$ cat config.mk
export PLATFORM = sky130hd
export DESIGN_NAME = fpu_status_unit_flat
export DESIGN_NICKNAME = d
export VERILOG_FILES = /design/src/rtl/fpu_status_pkg.sv /design/src/rtl/fpu_status_unit_if.sv /design/src/rtl/fpu_status_unit_irq_fsm.sv /design/src/rtl/fpu_status_unit.sv /design/src/flat_wrapper.sv
export SDC_FILE = /design/constraint.sdc
export NUM_CORES = 1
export LEC_CHECK = 0
export BUFFER_PORTS_ARGS = -buffer_cell sky130_fd_sc_hd__buf_2
export CAP_MARGIN = 30
export CELL_PAD_IN_SITES_DETAIL_PLACEMENT = 1
export CELL_PAD_IN_SITES_GLOBAL_PLACEMENT = 1
export CORE_ASPECT_RATIO = 1.4
export CORE_MARGIN = 3
export CORE_UTILIZATION = 27
export DETAILED_ROUTE_END_ITERATION = 12
export GPL_ROUTABILITY_DRIVEN = 0
export HOLD_SLACK_MARGIN = 0.1
export PLACE_DENSITY = 0.76
export SETUP_SLACK_MARGIN = 0.1
export SYNTH_ARGS = -nofsm -noshare
export SYNTH_HDL_FRONTEND = slang
export SYNTH_SLANG_ARGS = --single-unit
$ cat constraint.sdc
create_clock -name clk -period 1.8 [get_ports clk]
set_input_delay 0.36 -clock clk [delete_from_list [all_inputs] [get_ports clk]]
set_output_delay 0.36 -clock clk [all_outputs]
set_load 0.02 [all_outputs]
$ cat src/rtl/fpu_status_pkg.sv
// Shared definitions for the FPU status unit: exception bit indices,
// status-word field positions and the interrupt FSM state encoding.
package fpu_status_pkg;

    // Exception flag indices (same order as exc_in and ctrl_mask)
    localparam int EXC_IE = 0;
    localparam int EXC_DE = 1;
    localparam int EXC_ZE = 2;
    localparam int EXC_OE = 3;
    localparam int EXC_UE = 4;
    localparam int EXC_PE = 5;
    localparam int EXC_N  = 6;

    // Status-word fields below the TOP field are fixed in position
    localparam int SW_IE      = 0;
    localparam int SW_PE      = 5;
    localparam int SW_SF      = 6;
    localparam int SW_ES      = 7;
    localparam int SW_C0      = 8;
    localparam int SW_C1      = 9;
    localparam int SW_C2      = 10;
    localparam int SW_TOP_LSB = 11;

    // C3 and B sit above TOP, so their position follows the pointer width
    function automatic int sw_c3_pos(input int ptr_w);
        return SW_TOP_LSB + ptr_w;
    endfunction

    function automatic int sw_b_pos(input int ptr_w);
        return SW_TOP_LSB + ptr_w + 1;
    endfunction

    // Interrupt request FSM states
    typedef enum logic [1:0] {
        IRQ_IDLE     = 2'd0,
        IRQ_ASSERT   = 2'd1,
        IRQ_WAIT_CLR = 2'd2
    } irq_state_e;

endpackage

$ cat src/rtl/fpu_status_unit_if.sv
// Control/status bundle between the FPU core and its status unit.
// The master side is the core driving updates; the slave side is the
// status unit returning the status word, top pointer and interrupt.
interface fpu_status_unit_if #(
    parameter int PTR_W = 3
) ();
    localparam int SW_W = 13 + PTR_W;

    logic             top_inc;
    logic             top_dec;
    logic             top_load;
    logic [PTR_W-1:0] top_load_val;
    logic             cc_write;
    logic [3:0]       cc_in;
    logic             exc_valid;
    logic [5:0]       exc_in;
    logic             stack_fault_in;
    logic             sf_overflow;
    logic [5:0]       ctrl_mask;
    logic             clear_exceptions;
    logic             sw_load;
    logic [SW_W-1:0]  sw_load_val;
    logic             set_busy;
    logic             clear_busy;
    logic             irq_ack;
    logic [SW_W-1:0]  status_word;
    logic [PTR_W-1:0] top;
    logic             irq;

    modport master (
        output top_inc, top_dec, top_load, top_load_val,
        output cc_write, cc_in,
        output exc_valid, exc_in, stack_fault_in, sf_overflow,
        output ctrl_mask, clear_exceptions,
        output sw_load, sw_load_val,
        output set_busy, clear_busy, irq_ack,
        input  status_word, top, irq
    );

    modport slave (
        input  top_inc, top_dec, top_load, top_load_val,
        input  cc_write, cc_in,
        input  exc_valid, exc_in, stack_fault_in, sf_overflow,
        input  ctrl_mask, clear_exceptions,
        input  sw_load, sw_load_val,
        input  set_busy, clear_busy, irq_ack,
        output status_word, top, irq
    );

endinterface

$ cat src/rtl/fpu_status_unit_irq_fsm.sv
// Interrupt request sequencer. Raises irq once per unmasked-exception
// episode; after an acknowledge it stays quiet until ES has dropped.
module fpu_exc_irq_fsm
    import fpu_status_pkg::*;
(
    input  logic clk,
    input  logic reset_n,
    input  logic es,
    input  logic irq_ack,
    output logic irq
);

    irq_state_e r_state;
    logic       r_irq;

    assign irq = r_irq;

    // State and registered irq; ES low beats irq_ack so a cleared episode always re-arms
    always_ff @(posedge clk or negedge reset_n) begin
        if (!reset_n) begin
            r_state <= IRQ_IDLE;
            r_irq   <= 1'b0;
        end else begin
            case (r_state)
                IRQ_IDLE: begin
                    if (es) begin
                        r_state <= IRQ_ASSERT;
                        r_irq   <= 1'b1;
                    end
                end
                IRQ_ASSERT: begin
                    if (!es) begin
                        r_state <= IRQ_IDLE;
                        r_irq   <= 1'b0;
                    end else if (irq_ack) begin
                        r_state <= IRQ_WAIT_CLR;
                        r_irq   <= 1'b0;
                    end
                end
                IRQ_WAIT_CLR: begin
                    if (!es) begin
                        r_state <= IRQ_IDLE;
                    end
                    r_irq <= 1'b0;
                end
                default: begin
                    r_state <= IRQ_IDLE;
                    r_irq   <= 1'b0;
                end
            endcase
        end
    end

endmodule

$ cat src/rtl/fpu_status_unit.sv
// x87 status word: sticky exception flags, condition codes, stack-top
// pointer and busy bit, with a summary ES bit driving the interrupt FSM.
// MODE_387 adds the stack-fault flag and C1 push/pop direction.
module fpu_status_unit
    import fpu_status_pkg::*;
#(
    parameter int PTR_W    = 3,
    parameter bit MODE_387 = 1'b0
) (
    input  logic               clk,
    input  logic               reset_n,
    fpu_status_unit_if.slave   bus
);

    localparam int SW_W   = 13 + PTR_W;
    localparam int C3_POS = sw_c3_pos(PTR_W);
    localparam int B_POS  = sw_b_pos(PTR_W);

    logic [EXC_N-1:0] r_flags;
    logic             r_sf;
    logic [3:0]       r_cc;      // {C3,C2,C1,C0}
    logic [PTR_W-1:0] r_top;
    logic             r_busy;

    logic             w_es;
    logic             w_sf;
    logic             w_stack_fault;
    logic             w_irq;
    logic [3:0]       w_cc_restore;
    logic [PTR_W-1:0] w_top_restore;
    logic             w_unused_sw_bits;

    assign w_stack_fault = bus.exc_valid & bus.stack_fault_in;
    assign w_es          = |(r_flags & ~bus.ctrl_mask);
    assign w_sf          = MODE_387 ? r_sf : 1'b0;

    assign w_cc_restore  = {bus.sw_load_val[C3_POS], bus.sw_load_val[SW_C2],
                            bus.sw_load_val[SW_C1],  bus.sw_load_val[SW_C0]};
    assign w_top_restore = bus.sw_load_val[SW_TOP_LSB +: PTR_W];

    // A restored image carries B and ES, but both are owned locally
    assign w_unused_sw_bits = &{1'b0, bus.sw_load_val[B_POS], bus.sw_load_val[SW_ES]};

    // Sticky exception flags and SF: restore, then clear, then accumulate
    always_ff @(posedge clk or negedge reset_n) begin
        if (!reset_n) begin
            r_flags <= '0;
            r_sf    <= 1'b0;
        end else if (bus.sw_load) begin
            r_flags <= bus.sw_load_val[SW_PE:SW_IE];
            r_sf    <= MODE_387 ? bus.sw_load_val[SW_SF] : 1'b0;
        end else if (bus.clear_exceptions) begin
            r_flags <= '0;
            r_sf    <= 1'b0;
        end else if (bus.exc_valid) begin
            r_flags <= r_flags | bus.exc_in | {{(EXC_N-1){1'b0}}, bus.stack_fault_in};
            r_sf    <= r_sf | (MODE_387 & bus.stack_fault_in);
        end
    end

    // Condition codes; on a 387 a stack fault records its direction in C1
    always_ff @(posedge clk or negedge reset_n) begin
        if (!reset_n) begin
            r_cc <= '0;
        end else if (bus.sw_load) begin
            r_cc <= w_cc_restore;
        end else begin
            if (bus.cc_write) begin
                r_cc <= bus.cc_in;
            end
            if (MODE_387 && w_stack_fault) begin
                r_cc[1] <= bus.sf_overflow;
            end
        end
    end

    // Stack-top pointer, wrapping modulo the stack depth
    always_ff @(posedge clk or negedge reset_n) begin
        if (!reset_n) begin
            r_top <= '0;
        end else if (bus.sw_load) begin
            r_top <= w_top_restore;
        end else if (bus.top_load) begin
            r_top <= bus.top_load_val;
        end else if (bus.top_inc && !bus.top_dec) begin
            r_top <= r_top + PTR_W'(1);
        end else if (bus.top_dec && !bus.top_inc) begin
            r_top <= r_top - PTR_W'(1);
        end
    end

    // Busy bit; clear dominates set
    always_ff @(posedge clk or negedge reset_n) begin
        if (!reset_n) begin
            r_busy <= 1'b0;
        end else if (bus.clear_busy) begin
            r_busy <= 1'b0;
        end else if (bus.set_busy) begin
            r_busy <= 1'b1;
        end
    end

    fpu_exc_irq_fsm u_irq_fsm (
        .clk     (clk),
        .reset_n (reset_n),
        .es      (w_es),
        .irq_ack (bus.irq_ack),
        .irq     (w_irq)
    );

    assign bus.status_word = {r_busy, r_cc[3], r_top, r_cc[2], r_cc[1], r_cc[0],
                              w_es, w_sf, r_flags};
    assign bus.top         = r_top;
    assign bus.irq         = w_irq;

endmodule

$ cat src/flat_wrapper.sv
// flat-port wrapper written by rule: the top's interface ports become plain ports
module fpu_status_unit_flat import fpu_status_pkg::*;
#(
    parameter int PTR_W    = 3,
    parameter bit MODE_387 = 1'b0
)
  (clk, reset_n, bus_top_inc, bus_top_dec, bus_top_load, bus_top_load_val, bus_cc_write, bus_cc_in, bus_exc_valid, bus_exc_in, bus_stack_fault_in, bus_sf_overflow, bus_ctrl_mask, bus_clear_exceptions, bus_sw_load, bus_sw_load_val, bus_set_busy, bus_clear_busy, bus_irq_ack, bus_status_word, bus_top, bus_irq);
  fpu_status_unit_if #(.PTR_W(PTR_W)) bus_i ();
  input  logic clk;
  input  logic reset_n;
  input wire logic [$bits(bus_i.top_inc)-1:0] bus_top_inc;
  input wire logic [$bits(bus_i.top_dec)-1:0] bus_top_dec;
  input wire logic [$bits(bus_i.top_load)-1:0] bus_top_load;
  input wire logic [$bits(bus_i.top_load_val)-1:0] bus_top_load_val;
  input wire logic [$bits(bus_i.cc_write)-1:0] bus_cc_write;
  input wire logic [$bits(bus_i.cc_in)-1:0] bus_cc_in;
  input wire logic [$bits(bus_i.exc_valid)-1:0] bus_exc_valid;
  input wire logic [$bits(bus_i.exc_in)-1:0] bus_exc_in;
  input wire logic [$bits(bus_i.stack_fault_in)-1:0] bus_stack_fault_in;
  input wire logic [$bits(bus_i.sf_overflow)-1:0] bus_sf_overflow;
  input wire logic [$bits(bus_i.ctrl_mask)-1:0] bus_ctrl_mask;
  input wire logic [$bits(bus_i.clear_exceptions)-1:0] bus_clear_exceptions;
  input wire logic [$bits(bus_i.sw_load)-1:0] bus_sw_load;
  input wire logic [$bits(bus_i.sw_load_val)-1:0] bus_sw_load_val;
  input wire logic [$bits(bus_i.set_busy)-1:0] bus_set_busy;
  input wire logic [$bits(bus_i.clear_busy)-1:0] bus_clear_busy;
  input wire logic [$bits(bus_i.irq_ack)-1:0] bus_irq_ack;
  output wire logic [$bits(bus_i.status_word)-1:0] bus_status_word;
  output wire logic [$bits(bus_i.top)-1:0] bus_top;
  output wire logic [$bits(bus_i.irq)-1:0] bus_irq;
  assign bus_i.top_inc = bus_top_inc;
  assign bus_i.top_dec = bus_top_dec;
  assign bus_i.top_load = bus_top_load;
  assign bus_i.top_load_val = bus_top_load_val;
  assign bus_i.cc_write = bus_cc_write;
  assign bus_i.cc_in = bus_cc_in;
  assign bus_i.exc_valid = bus_exc_valid;
  assign bus_i.exc_in = bus_exc_in;
  assign bus_i.stack_fault_in = bus_stack_fault_in;
  assign bus_i.sf_overflow = bus_sf_overflow;
  assign bus_i.ctrl_mask = bus_ctrl_mask;
  assign bus_i.clear_exceptions = bus_clear_exceptions;
  assign bus_i.sw_load = bus_sw_load;
  assign bus_i.sw_load_val = bus_sw_load_val;
  assign bus_i.set_busy = bus_set_busy;
  assign bus_i.clear_busy = bus_clear_busy;
  assign bus_i.irq_ack = bus_irq_ack;
  assign bus_status_word = bus_i.status_word;
  assign bus_top = bus_i.top;
  assign bus_irq = bus_i.irq;
  fpu_status_unit #(.PTR_W(PTR_W), .MODE_387(MODE_387)) u_core (.clk(clk), .reset_n(reset_n), .bus(bus_i));
endmodule
==> impl_metrics.env <==
export IMPL_status="completed"
export IMPL_fill_cells=409
export IMPL_crit_fanout=3
export IMPL_grt_use_total=0.1231
export IMPL_async_reset_ff_frac=1.000
export IMPL_synth_xor_area_frac=0.01905
export IMPL_peakVddDrop_uv=410.2
export IMPL_clock_latency_ns=0.25
export IMPL_fp_dieH_um=75.06
export IMPL_power_leakage_nw=0.7004
export IMPL_n_antenna_cell=0
export IMPL_holdCritStartpoint="bus_clear_busy"
export IMPL_synth_top_family_by_area="compound AO/OA/AOI/OAI gates"
export IMPL_syn_nets=151
export IMPL_grt_pass1_vias=936
export IMPL_r2r_start="u_core.bus.top[0]"
export IMPL_synthAdderAreaFrac=0.03537
export IMPL_synthCells=100
export IMPL_yosys_warnings=0
export IMPL_min_path_type="in2reg"
export IMPL_fmax_ghz=0.6274
export IMPL_setup_violations=0
export IMPL_drv_slew=0
export IMPL_antenna_left=0
export IMPL_syn_to_final_growth_pct=42.18
export IMPL_worstPathRequired_ns=1.44
export IMPL_cp_depth=5
export IMPL_worst_slack_ns=0.2062
export IMPL_clkTransAtPathRegs_ns=0.07
export IMPL_seq_area_frac_synth=0.4626
export IMPL_cap_violations=0
export IMPL_cp_arrival_ns=1.23
export IMPL_drtIter0Drc=16
export IMPL_cp_end_kind="output pin"
export IMPL_avgSynthCellArea_um2=9.196
export IMPL_firstDrtPassIters=2
export IMPL_syn_cell_area_um2=919.6
export IMPL_slowest_delay_ns=0.40
export IMPL_pin_count=69
export IMPL_crit_chain="nand2b_1 -> o2111ai_2 -> nor2_2 -> inv_1 -> buf_2"
export IMPL_post_dp_hpwl_mm=2.066
export IMPL_drive_gt1_frac=0.4534
export IMPL_drcViolationCount=0
export IMPL_initial_core_util=0.2889
export IMPL_post_route_min_period_ns=1.594
export IMPL_synth_flop_cell="dfrtp_1"
export IMPL_synth_edf_count=0
export IMPL_reg2reg_depth=5
export IMPL_die_w_um=55.33
export IMPL_clock_skew_final_ns=0.007064
export IMPL_synth_seq_cells=17
export IMPL_finalHoldViolCount=0
export IMPL_dieArea_mm2=0.004152
export IMPL_setup_tns_ns=0
export IMPL_cts_buffers=3
export IMPL_htreeDepth=1
export IMPL_clock_root_buffer="clkbuf_8"
export IMPL_detail_route_wl_per_cell_um=12.79
export IMPL_min_path_cells=2
export IMPL_path_buf_inv=2
export IMPL_cp_start_kind="flip-flop"
export IMPL_nets=213
export IMPL_final_cells=200
export IMPL_drt_total_wl_mm=2.557
export IMPL_cts_buffer_depth=2
export IMPL_overflow=0
export IMPL_cpMaxStageDelayCell="dfrtp_1"
export IMPL_clock_sinks=17
export IMPL_crit_family="flip-flops"
export IMPL_power_density_mw_per_mm2=847.5
export IMPL_rsz0062_at_grt="no"
export IMPL_portBuffers=63
export IMPL_std_cell_rows=24
export IMPL_fp_coreArea_mm2=0.003183
export IMPL_startpoint="u_core.r_flags[1]"
export IMPL_synth_compound_area_frac=0.1660
export IMPL_grt_pass1_wl_mm=4.153
export IMPL_crit_type="reg2out"
export IMPL_ys_types=27
export IMPL_fin_crit_sh=0.8854
export IMPL_antenna_found_initial=0
export IMPL_grt_max_degree=23
export IMPL_routed_via_count=935
export IMPL_synthMuxAreaShare=0.06667
export IMPL_dpl_worst_slack_ns=0.08965
export IMPL_vias_per_cell=4.675
export IMPL_yosys_area_share_simple=0.1510
export IMPL_cts_tree="done"
export IMPL_place_inst=193
## final cells by class
| class | instances | area, um2 | area share |
|---|---|---|---|
| sequential | 17 | 425.4 | 0.3254 |
| multi-input combinational | 68 | 421.7 | 0.3225 |
| timing repair buffer | 66 | 340.3 | 0.2603 |
| tap | 39 | 48.80 | 0.03732 |
| clock buffer | 3 | 41.29 | 0.03158 |
| inverter | 6 | 22.52 | 0.01722 |
| clock inverter | 1 | 7.507 | 0.005742 |
## where the power goes
group | internal [mW] | switching (mW) | total (mW)
Clock | 0.155 | 0.133 | 0.289
Combinational | 0.150 | 0.188 | 0.338
Sequential | 0.436 | 0.0454 | 0.481
Total | 0.741 | 0.367 | 1.11
## timing repair
action	4_1_cts	5_1_grt
pin swaps	1	2
resized for setup	1	2
hold buffers	1	0
hold endpoints to repair	17	0
endpoints found under the setup margin	1	1
setup buffers	0	2
## state kept, by name (all words and copies together) (netlist names)
| name | cells |
|---|---|
| u_core.u_irq_fsm.irq | 1 |
| u_core.u_irq_fsm.r_state | 2 |
| u_core.bus.top | 3 |
| u_core.r_busy | 1 |
| u_core.r_flags | 6 |
| u_core.r_cc | 4 |
## placed cells by master (no fill, tap or decap), types with 2 or more instances in the layout
cell	count
a21o_1	2
buf_4	2
nand3b_1	2
mux2i_1	5
a21oi_1	8
o21ai_0	11
nand2_1	12
xor2_1	2
clkbuf_8	3
dfrtp_1	17
inv_1	6
a211oi_1	2
buf_2	63
nor2_1	8
nand2b_1	4
## per-layer routing
metal / routed length [um] / track usage / part of all wire
met3: 239 / 0.02916 / 0.093
met5: 0 / 0 / 0
met4: 0 / 0.03243 / 0
met2: 1307 / 0.2276 / 0.51
met1: 1010 / 0.1435 / 0.39
## logic make-up (layout without fill, tap and decap cells)
logic type               Yosys count  count (layout)
AND/OR/NAND/NOR                   30              30
AO/OA/AOI/OAI                     27              27
flip-flops                        17              17
buffers and inverters             15              76
multiplexers                       6               6
adder cells (fa/ha/maj)            2               2
XOR/XNOR                           2               2
other                              1               1
## worst reg2reg max path, stage by stage, from the launching register on
cell     delay, ns
dfrtp_1       0.43
fa_1          0.49
mux2i_1       0.14
nor2_1        0.05
a21oi_1       0.10
o21ai_0       0.08
## worst paths after layout
check / end / slack (ns)
max in group asynchronous: u_core.bus.top[0] / 0.96
hold / removal: u_core.r_busy / 0.25
min in group asynchronous: u_core.r_busy / 0.55
hold reg to reg: u_core.r_busy / 0.49
setup reg to reg: u_core.bus.top[1] / 0.38
setup / recovery: bus_status_word[7] / 0.21
## cells in the mapped netlist (all sizes together), types with 2 or more instances
cell    count  area share
a21o        2       0.016
nand2b      4       0.027
mux2i       5       0.054
o21ai      12       0.065
nand2      12       0.049
inv         6       0.024
buf         7       0.061
nand3b      2       0.016
a211oi      2       0.016
a21oi       8       0.044
nor2        9       0.037
xor2        2       0.019
dfrtp      17        0.46
clkbuf      2      0.0095
## stage by stage
step           instance area, um2  hold slack, ns  utilization  power (mW)
3_5_place_dp                 1219          0.3207       0.3829      0.8148
5_1_grt                      1308          0.2440       0.4108       1.191
4_1_cts                      1280          0.2385       0.4021       1.116
6_report                     1308          0.2455       0.4108       1.108
3_3_place_gp                 1219          0.3111       0.3829      0.8012
2_1_floorplan               919.6         0.06441            -      0.6941
No activity file was read; power rests on OpenSTA's default activity.
